`config.mk`:
```
export PLATFORM = sky130hd
export DESIGN_NAME = seq_div_64
export DESIGN_NICKNAME = d
export VERILOG_FILES = /design/src/rtl/arith_pkg.sv /design/src/rtl/seq_div_64_sub_ripple.sv /design/src/rtl/seq_div_64.sv
export SDC_FILE = /design/constraint.sdc
export NUM_CORES = 1
export LEC_CHECK = 0
export CAP_MARGIN = 0
export CORE_MARGIN = 1
export CORE_UTILIZATION = 50
export DETAILED_ROUTE_END_ITERATION = 16
export PLACE_DENSITY = 0.86
export REMOVE_ABC_BUFFERS = 1
export SETUP_SLACK_MARGIN = 0.1
export SYNTH_ARGS = -nofsm -noshare
export SYNTH_HDL_FRONTEND = slang
export SYNTH_SLANG_ARGS = --single-unit
```
`constraint.sdc`:
```
create_clock -name clk -period 52.8 [get_ports clk]
set_input_delay 15.84 -clock clk [delete_from_list [all_inputs] [get_ports clk]]
set_output_delay 15.84 -clock clk [all_outputs]
set_load 0.02 [all_outputs]
```
`src/rtl/arith_pkg.sv`:
```
// Shared arithmetic datapath definitions: default data width, divider FSM states
// and the divide-by-zero quotient pattern.
package arith_pkg;

  localparam int DATA_WIDTH = 64;

  localparam logic [DATA_WIDTH-1:0] DIV_ZERO_Q = {DATA_WIDTH{1'b1}};

  typedef enum logic [1:0] {
    IDLE = 2'd0,
    RUN  = 2'd1,
    DONE = 2'd2
  } div_state_e;

endpackage

```
`src/rtl/seq_div_64_sub_ripple.sv`:
```
// Ripple-borrow subtractor a - b built from full-adder cells (b inverted, carry-in 1).
module sub_ripple #(
  parameter int W = 64
) (
  input  logic [W-1:0] a,
  input  logic [W-1:0] b,
  output logic [W-1:0] diff,
  output logic         borrow
);

  logic [W:0] carry_s;

  assign carry_s[0] = 1'b1;

  for (genvar i = 0; i < W; i++) begin : g_fa
    logic p_s;
    assign p_s          = a[i] ^ ~b[i];
    assign diff[i]      = p_s ^ carry_s[i];
    assign carry_s[i+1] = (a[i] & ~b[i]) | (carry_s[i] & p_s);
  end

  // No carry out of the top cell means a < b.
  assign borrow = ~carry_s[W];

endmodule

```
`src/rtl/seq_div_64.sv`:
```
// Radix-2 restoring divider, one quotient bit per cycle, valid/ready on both sides.
// Define DIV_SIGNED_EN for two's-complement operands (sign fix-up around the unsigned core).
module seq_div_64
  import arith_pkg::*;
#(
  parameter int WIDTH = DATA_WIDTH,
  localparam int CNT_W = $clog2(WIDTH) + 1
) (
  input  logic             clk,
  input  logic             rst,
  input  logic             in_valid,
  output logic             in_ready,
  input  logic [WIDTH-1:0] dividend,
  input  logic [WIDTH-1:0] divisor,
  output logic             out_valid,
  input  logic             out_ready,
  output logic [WIDTH-1:0] quotient,
  output logic [WIDTH-1:0] remainder,
  output logic             div_by_zero,
  output logic             busy
);

  localparam logic [WIDTH-1:0] ZERO_Q   = {WIDTH{DIV_ZERO_Q[0]}};
  localparam logic [CNT_W-1:0] LAST_CNT = CNT_W'(WIDTH - 1);
  localparam logic [CNT_W-1:0] CNT_ONE  = {{(CNT_W-1){1'b0}}, 1'b1};

  div_state_e       state_r;
  logic             out_valid_r;
  logic             busy_r;
  logic [WIDTH-1:0] quotient_r;
  logic [WIDTH-1:0] remainder_r;
  logic             div_by_zero_r;
  logic [CNT_W-1:0] counter_r;
  logic [WIDTH-1:0] rem_r;
  logic [WIDTH-1:0] quo_r;
  logic [WIDTH-1:0] divisor_r;

  logic [WIDTH:0]   rem_sh_s;
  logic [WIDTH-1:0] diff_s;
  logic             sub_borrow_s;
  logic             borrow_s;
  logic [WIDTH-1:0] next_rem_s;
  logic [WIDTH-1:0] next_quo_s;
  logic [WIDTH-1:0] dvd_mag_s;
  logic [WIDTH-1:0] dvs_mag_s;
  logic [WIDTH-1:0] fin_quo_s;
  logic [WIDTH-1:0] fin_rem_s;

  assign rem_sh_s = {rem_r, quo_r[WIDTH-1]};

  sub_ripple #(.W(WIDTH)) u_sub (
    .a      (rem_sh_s[WIDTH-1:0]),
    .b      (divisor_r),
    .diff   (diff_s),
    .borrow (sub_borrow_s)
  );

`ifdef DIV_SIGNED_EN
  logic neg_q_r;
  logic neg_r_r;

  assign dvd_mag_s = dividend[WIDTH-1] ? -dividend : dividend;
  assign dvs_mag_s = divisor[WIDTH-1]  ? -divisor  : divisor;
  assign fin_quo_s = neg_q_r ? -next_quo_s : next_quo_s;
  assign fin_rem_s = neg_r_r ? -next_rem_s : next_rem_s;

  // Operand signs captured at accept for the final fix-up.
  always_ff @(posedge clk) begin
    if (rst) begin
      neg_q_r <= 1'b0;
      neg_r_r <= 1'b0;
    end else if (state_r == IDLE && in_valid) begin
      neg_q_r <= dividend[WIDTH-1] ^ divisor[WIDTH-1];
      neg_r_r <= dividend[WIDTH-1];
    end
  end
`else
  assign dvd_mag_s = dividend;
  assign dvs_mag_s = divisor;
  assign fin_quo_s = next_quo_s;
  assign fin_rem_s = next_rem_s;
`endif

  // A shifted-out 1 means the partial remainder already exceeds any WIDTH-bit divisor.
  always_comb begin
    borrow_s   = sub_borrow_s & ~rem_sh_s[WIDTH];
    next_quo_s = {quo_r[WIDTH-2:0], ~borrow_s};
    if (borrow_s) begin
      next_rem_s = rem_sh_s[WIDTH-1:0];
    end else begin
      next_rem_s = diff_s;
    end
  end

  // Control FSM, iteration datapath and registered result port.
  always_ff @(posedge clk) begin
    if (rst) begin
      state_r       <= IDLE;
      out_valid_r   <= 1'b0;
      busy_r        <= 1'b0;
      quotient_r    <= {WIDTH{1'b0}};
      remainder_r   <= {WIDTH{1'b0}};
      div_by_zero_r <= 1'b0;
      counter_r     <= {CNT_W{1'b0}};
      rem_r         <= {WIDTH{1'b0}};
      quo_r         <= {WIDTH{1'b0}};
      divisor_r     <= {WIDTH{1'b0}};
    end else begin
      case (state_r)
        IDLE: begin
          if (in_valid) begin
            divisor_r <= dvs_mag_s;
            rem_r     <= {WIDTH{1'b0}};
            quo_r     <= dvd_mag_s;
            counter_r <= {CNT_W{1'b0}};
            busy_r    <= 1'b1;
            if (divisor == {WIDTH{1'b0}}) begin
              state_r       <= DONE;
              out_valid_r   <= 1'b1;
              quotient_r    <= ZERO_Q;
              remainder_r   <= dividend;
              div_by_zero_r <= 1'b1;
            end else begin
              state_r <= RUN;
            end
          end
        end
        RUN: begin
          rem_r     <= next_rem_s;
          quo_r     <= next_quo_s;
          counter_r <= counter_r + CNT_ONE;
          if (counter_r == LAST_CNT) begin
            state_r       <= DONE;
            out_valid_r   <= 1'b1;
            quotient_r    <= fin_quo_s;
            remainder_r   <= fin_rem_s;
            div_by_zero_r <= 1'b0;
          end
        end
        DONE: begin
          if (out_ready) begin
            state_r     <= IDLE;
            out_valid_r <= 1'b0;
            busy_r      <= 1'b0;
          end
        end
        default: begin
          state_r     <= IDLE;
          out_valid_r <= 1'b0;
          busy_r      <= 1'b0;
        end
      endcase
    end
  end

  assign in_ready    = (state_r == IDLE);
  assign out_valid   = out_valid_r;
  assign busy        = busy_r;
  assign quotient    = quotient_r;
  assign remainder   = remainder_r;
  assign div_by_zero = div_by_zero_r;

endmodule

```
# Word level (Yosys, flattened, before mapping)
# Cells that the tools add are included.
# op_classes
bitwise	388
reduce_logical	9
muxes	29
n_eq_ne	7
n_addsub	1
# op_table
op	n
$mux 64	9
$pmux 64 s2	4
$and 1x1->1	128
$xor 1x1->1	127
$not 1->1	69
$logic_not 64->1	1
$or 1x1->1	64
$pmux 7 s2	1
$mux 2	4
$reduce_and 4->1	2
$add 7x1->7 const B	1
$eq 7x6->1 const B	1
$mux 7	1
$mux 1	6
$ne 2x2->1 const B	3
$pmux 1 s3	2
$pmux 2 s3	1
$reduce_and 3->1	2
$reduce_and 2->1	2
$eq 2x1->1 const B	1
$eq 2x2->1 const B	1
$logic_not 2->1	1
$ne 2x1->1 const B	1
$pmux 1 s2	1
$reduce_bool 2->1	1
# totals
output_inout_bits	132
register_bits	332
inputBits	132
elab_cells	444

# Longest topological paths before layout
# depth
depth_word	134
depth_mapped	75

# Cells and area by module
# A second synthesis with hierarchy kept.
# unflattened
hier_cells	1911
hier_area_um2	16270.6
# modules_own_cells
mod	cells_per_inst	n_inst	area_each_um2
seq_div_64	1718	1	14512.7
sub_ripple	193	1	1757.9

# Least setup slack after synthesis
# OpenSTA, ideal clock, no wires.
# synth_path
kind	flip-flop to flip-flop
startpoint	reg quo_r[63]
endpoint	reg remainder_r[16], in the netlist remainder[16]
setup_slack_ns	27.599
setup_ns	0.122
t_required_ns	52.678
n_path_buf	3
path_stages_with_launch	76
t_arrival_ns	25.079
cell_sequence	dfxtp_1 -> inv_1 -> ha_1 -> inv_1 -> fa_1 -> fa_1 -> fa_1 -> fa_1 -> fa_1 -> fa_1 -> fa_1 -> fa_1 -> fa_1 -> fa_1 -> fa_1 -> fa_1 -> fa_1 -> fa_1 -> (+40 left out) -> fa_1 -> fa_1 -> fa_1 -> fa_1 -> fa_1 -> fa_1 -> fa_1 -> inv_1 -> fa_1 -> fa_1 -> nand2b_1 -> clkbuf_1 -> buf_2 -> buf_2 -> mux2i_1 -> nor2_1 -> o21ai_0 -> mux2i_1
# synth_via
elab_chain_len	133
elab_cells_between_ends	135
# synth_rtl
element	line	source
start, declared	seq_div_64.sv:35	logic [WIDTH-1:0] quo_r;
start signal, assigned	seq_div_64.sv:106	quo_r <= {WIDTH{1'b0}};
start signal, assigned	seq_div_64.sv:114	quo_r <= dvd_mag_s;
start signal, assigned	seq_div_64.sv:130	quo_r <= next_quo_s;
$and 1x1->1 / $xor 1x1->1 (equally long branches)	seq_div_64_sub_ripple.sv:19, seq_div_64_sub_ripple.sv:17	
$or 1x1->1 *	seq_div_64_sub_ripple.sv:19	assign carry_s[i+1] = (a[i] & ~b[i]) | (carry_s[i] & p_s);
$and 1x1->1 *	seq_div_64_sub_ripple.sv:19	
$or 1x1->1 *	seq_div_64_sub_ripple.sv:19	
$and 1x1->1 *	seq_div_64_sub_ripple.sv:19	
$or 1x1->1 *	seq_div_64_sub_ripple.sv:19	
$and 1x1->1 *	seq_div_64_sub_ripple.sv:19	
$or 1x1->1 *	seq_div_64_sub_ripple.sv:19	
(+117 left out)	--	
$or 1x1->1	seq_div_64_sub_ripple.sv:19	
$and 1x1->1	seq_div_64_sub_ripple.sv:19	
$or 1x1->1	seq_div_64_sub_ripple.sv:19	
$not 1->1	seq_div_64_sub_ripple.sv:23	assign borrow = ~carry_s[W];
$and 1x1->1	seq_div_64.sv:86	borrow_s = sub_borrow_s & ~rem_sh_s[WIDTH];
$mux 64 *	seq_div_64.sv:88	if (borrow_s) begin
$mux 64 *	seq_div_64.sv:132	if (counter_r == LAST_CNT) begin
$pmux 64 s2 *	seq_div_64.sv:109	case (state_r)
end signal, assigned	seq_div_64.sv:102	remainder_r <= {WIDTH{1'b0}};
end signal, assigned	seq_div_64.sv:121	remainder_r <= dividend;
end signal, assigned	seq_div_64.sv:136	remainder_r <= fin_rem_s;
end, declared	seq_div_64.sv:31	logic [WIDTH-1:0] remainder_r;
# Every way passes the cells marked *; elsewhere a longest branch is shown, timed or not. The select of a mux whose other input is x is not followed.
# A chain may end at the register's enable or synchronous reset.

# Final worst setup path
# layout_path
startpoint	reg quo_r[63]
endpoint	reg remainder_r[14], in the netlist remainder[14]
# layout_via
elab_chain_len	133
elab_cells_between_ends	135
# layout_rtl
element	line
$and 1x1->1 / $xor 1x1->1 (equally long branches)	seq_div_64_sub_ripple.sv:19, seq_div_64_sub_ripple.sv:17
$or 1x1->1 *	seq_div_64_sub_ripple.sv:19
$and 1x1->1 *	seq_div_64_sub_ripple.sv:19
$or 1x1->1 *	seq_div_64_sub_ripple.sv:19
$and 1x1->1 *	seq_div_64_sub_ripple.sv:19
$or 1x1->1 *	seq_div_64_sub_ripple.sv:19
$and 1x1->1 *	seq_div_64_sub_ripple.sv:19
$or 1x1->1 *	seq_div_64_sub_ripple.sv:19
(+117 left out)	--
$or 1x1->1	seq_div_64_sub_ripple.sv:19
$and 1x1->1	seq_div_64_sub_ripple.sv:19
$or 1x1->1	seq_div_64_sub_ripple.sv:19
$not 1->1	seq_div_64_sub_ripple.sv:23
$and 1x1->1	seq_div_64.sv:86
$mux 64 *	seq_div_64.sv:88
$mux 64 *	seq_div_64.sv:132
$pmux 64 s2 *	seq_div_64.sv:109
# Marks and branches as above.

==> flow_summary.toml <==
[power_and_ir_drop]
power.leakage_nw = 7.33
internal_power_mw = 0.629
p_seq_frac = 0.319
power.density_nw_per_um2 = 50.4
combPwrFrac = 0.414
irDropWorstVdd_mv = 0.0822
pwr-share-clk = 0.268
switching_share = 0.351
p_sw_mw = 0.340

[worst_hold_path]
hold_start = "quotient[14]"
hold_class = "flop to flop"

[job]
cap_violations = 0

[synthesis]
synth.area.top_cells = "dfxtp_1 (43%), fa_1 (8.2%), nand2_1 (8.1%), mux2i_1 (8.0%), nor2_1 (4.8%)"
ys_seq_area_frac = 0.432
yosysUniqueCellTypes = 39
yosys_warnings = 0
synth_seq_cells = 332
syn_inst = 1846
synth_area_leader_cell = "dfxtp_1"
mappedNetlistArea_um2 = 15400
syn_area_per_cell_um2 = 8.34
synth.top_cell.area_share = 0.432

[clocking]
numCtsBuffers = 36
htreeDepth = 2
cts-root-buf = "clkbuf_16"
clkSlewWorstSetupHoldPaths_ns = 0.06
cts-resized-gates = 0
clockBufferDepth = 3
cts_sinks = 332
cts_tree = "built"
clkLatencyLatePin_ns = 0.51
cts_hold_buffers = 0
cts_setup_buffers = 0

[timing]
grt_setup_unrepaired = "false"
tightestPinTransition_ns = 1.25
setup_tns_ns = 0
fin_skew_ns = 0.0121
setup_violations = 0
relSlewSlack = 0.166
hold_viol_final = 0
fmax_mhz = 36.7
slew_violations = 0
min_period_over_period = 0.516
min_period_ns = 27.26
setup_slack_ns = 25.54

[setup_path]
worstSetupStartpoint = "quo_r[63]"
crit_fanout = 69
critPathLaunchType = "flop"
crit_type = "flop to flop"
regToRegStartpoint = "quo_r[63]"
r2r_slack_ns = 25.54
endpoint_kind = "flop"
worst_r2r_endpoint = "remainder[14]"
crit_cells = 72
crit_buf_inv = 3
reg2regPathDepth = 72
cp_top_family = "adder cells"
worstPathRequired_ns = 53.15
crit_slowest_cell = "nand2b_4"
arrival_ns = 27.61
critPathMaxStageDelay_ns = 0.69
endpoint = "remainder[14]"
crit_path_frequent_cell = "fa_1"

[global_routing]
grt_pass1_wl_um = 66600
overflow = 0
antenna_found_initial = 7
grt_max_degree = 125
grtUsageTotal = 0.263
grt_pass1_vias = 13316

[floorplanning]
die_w_um = 177
io_pins = 264
coreArea_um2 = 30000
die_area_um2 = 31500
die_h_um = 177
floorplan.rows = 63
initial_core_util = 0.514

[finish]
nNetsFinal = 2210
syn_to_final_growth_pct = 25.0
drive_above_1_share = 0.0373
n_fill_cell = 2459
utilization = 0.642

[route]
routed_via_density = 5.58
first_pass_iters = 7
drt_iter0_drc = 1062
route.detailed.drc = 0
wl_um = 41700
ant_nets = 0
wl_per_cell_um = 17.2
num_vias = 13563

[place]
place_hpwl_um = 26900
numPortBuffers = 263
place_ws_ns = 25.66
gp_congestion = 0.819

[outcome]
outcome = "completed"
-- final cells by class --
class | count | area, µm² | area share
antenna | 4 | 10.0 | 0.000520
clock buffer | 53 | 1060 | 0.0549
clock inverter | 9 | 154 | 0.00800
inverter | 132 | 498 | 0.0259
multi-input combinational | 1236 | 7650 | 0.398
sequential | 332 | 6650 | 0.346
tap | 390 | 488 | 0.0254
timing repair buffer | 275 | 2720 | 0.142
-- cell usage after synthesis --
cell / n
nand2_1: 333
dfxtp_1: 332
nor2_1: 195
a21oi_1: 139
inv_1: 132
o21ai_0: 128
mux2i_1: 123
clkbuf_1: 106
a31oi_1: 68
a311oi_1: 63
fa_1: 63
and2_1: 61
buf_2: 20
nor4_1: 16
buf_1: 11
nand4_1: 8
nand3_1: 7
buf_6: 6
a211oi_1: 5
nand3b_1: 3
nor3b_1: 3
a211o_1: 2
buf_4: 2
ha_1: 2
nand2b_1: 2
o211ai_1: 2
or2_2: 2
a21o_1: 1
a32o_1: 1
and4b_1: 1
clkbuf_2: 1
nor2b_1: 1
nor3_1: 1
nor4_4: 1
o211a_1: 1
o21ai_2: 1
o22ai_1: 1
or3_1: 1
or3b_2: 1
-- worst register-to-register path, delay by kind of cell, from the launching register on --
| family | cells | cell delay, ns |
|---|---|---|
| compound gates | 1 | 0.27 |
| mux | 2 | 0.49 |
| flops | 1 | 0.32 |
| buf+inv | 3 | 0.19 |
| fa+ha+maj | 64 | 25.08 |
| simple gates | 2 | 0.79 |
-- cell usage in the layout, fill, tap and decap left out, types with 68 or more instances in the layout --
cell	instances
nand2_1	332
dfxtp_1	332
mux2i_1	123
clkdlybuf4s50_1	262
nor2_1	195
o21ai_0	128
a21oi_1	139
inv_1	131
a31oi_1	68
-- power groups by stage --
stage | clock network (mW) | registers, mW | logic [mW]
6_report | 0.259 | 0.309 | 0.401
5_1_grt | 0.274 | 0.313 | 0.450
4_1_cts | 0.263 | 0.309 | 0.401
3_5_place_dp | 0 | 0.314 | 0.397
3_3_place_gp | 0 | 0.312 | 0.377
2_1_floorplan | 0 | 0.315 | 0.311
-- metrics by stage --
step	cell area, µm²	instances	hold WS [ns]	power (mW)
after global placement	18000	2365	0.431	0.689
after detailed placement	18000	2365	0.436	0.710
after global routing	19200	2430	0.462	1.04
after CTS	19200	2427	0.445	0.973
after floorplan	14800	1700	0.430	0.625
final	19200	2431	0.444	0.969
-- flip-flops by register name (all words and copies together), names as in the netlist --
register,flops
busy,1
div_by_zero,1
quotient,64
remainder,64
rem_r,64
divisor_r,64
state_r,2
quo_r,64
counter_r,7
out_valid,1
-- metal layers --
metal / track usage / part of all wire / up-vias
li1: - / - / 6485
met1: 0.319 / 0.41 / 6440
met2: 0.447 / 0.48 / 507
met3: 0.0491 / 0.065 / 125
met4: 0.131 / 0.046 / 6
met5: 0 / 0.0011 / -
-- worst min-delay path by stage --
stage,endpoint,slack (ns),cells past startpoint
2_1_floorplan,divisor_r[10],0.43,2
3_3_place_gp,quotient[9],0.43,2
3_5_place_dp,quotient[48],0.44,2
4_1_cts,quotient[48],0.45,2
5_1_grt,quotient[56],0.46,2
6_report,quotient[14],0.44,2
-- logic make-up after synthesis --
group                      share of synthesized area
and+or+nand+nor                                0.174
AOI/OAI and AO/OA                              0.158
DFF                                            0.432
buffers and inverters                         0.0729
muxes                                         0.0800
adders and majority gates                     0.0836
(Power assumes the default switching activity.)
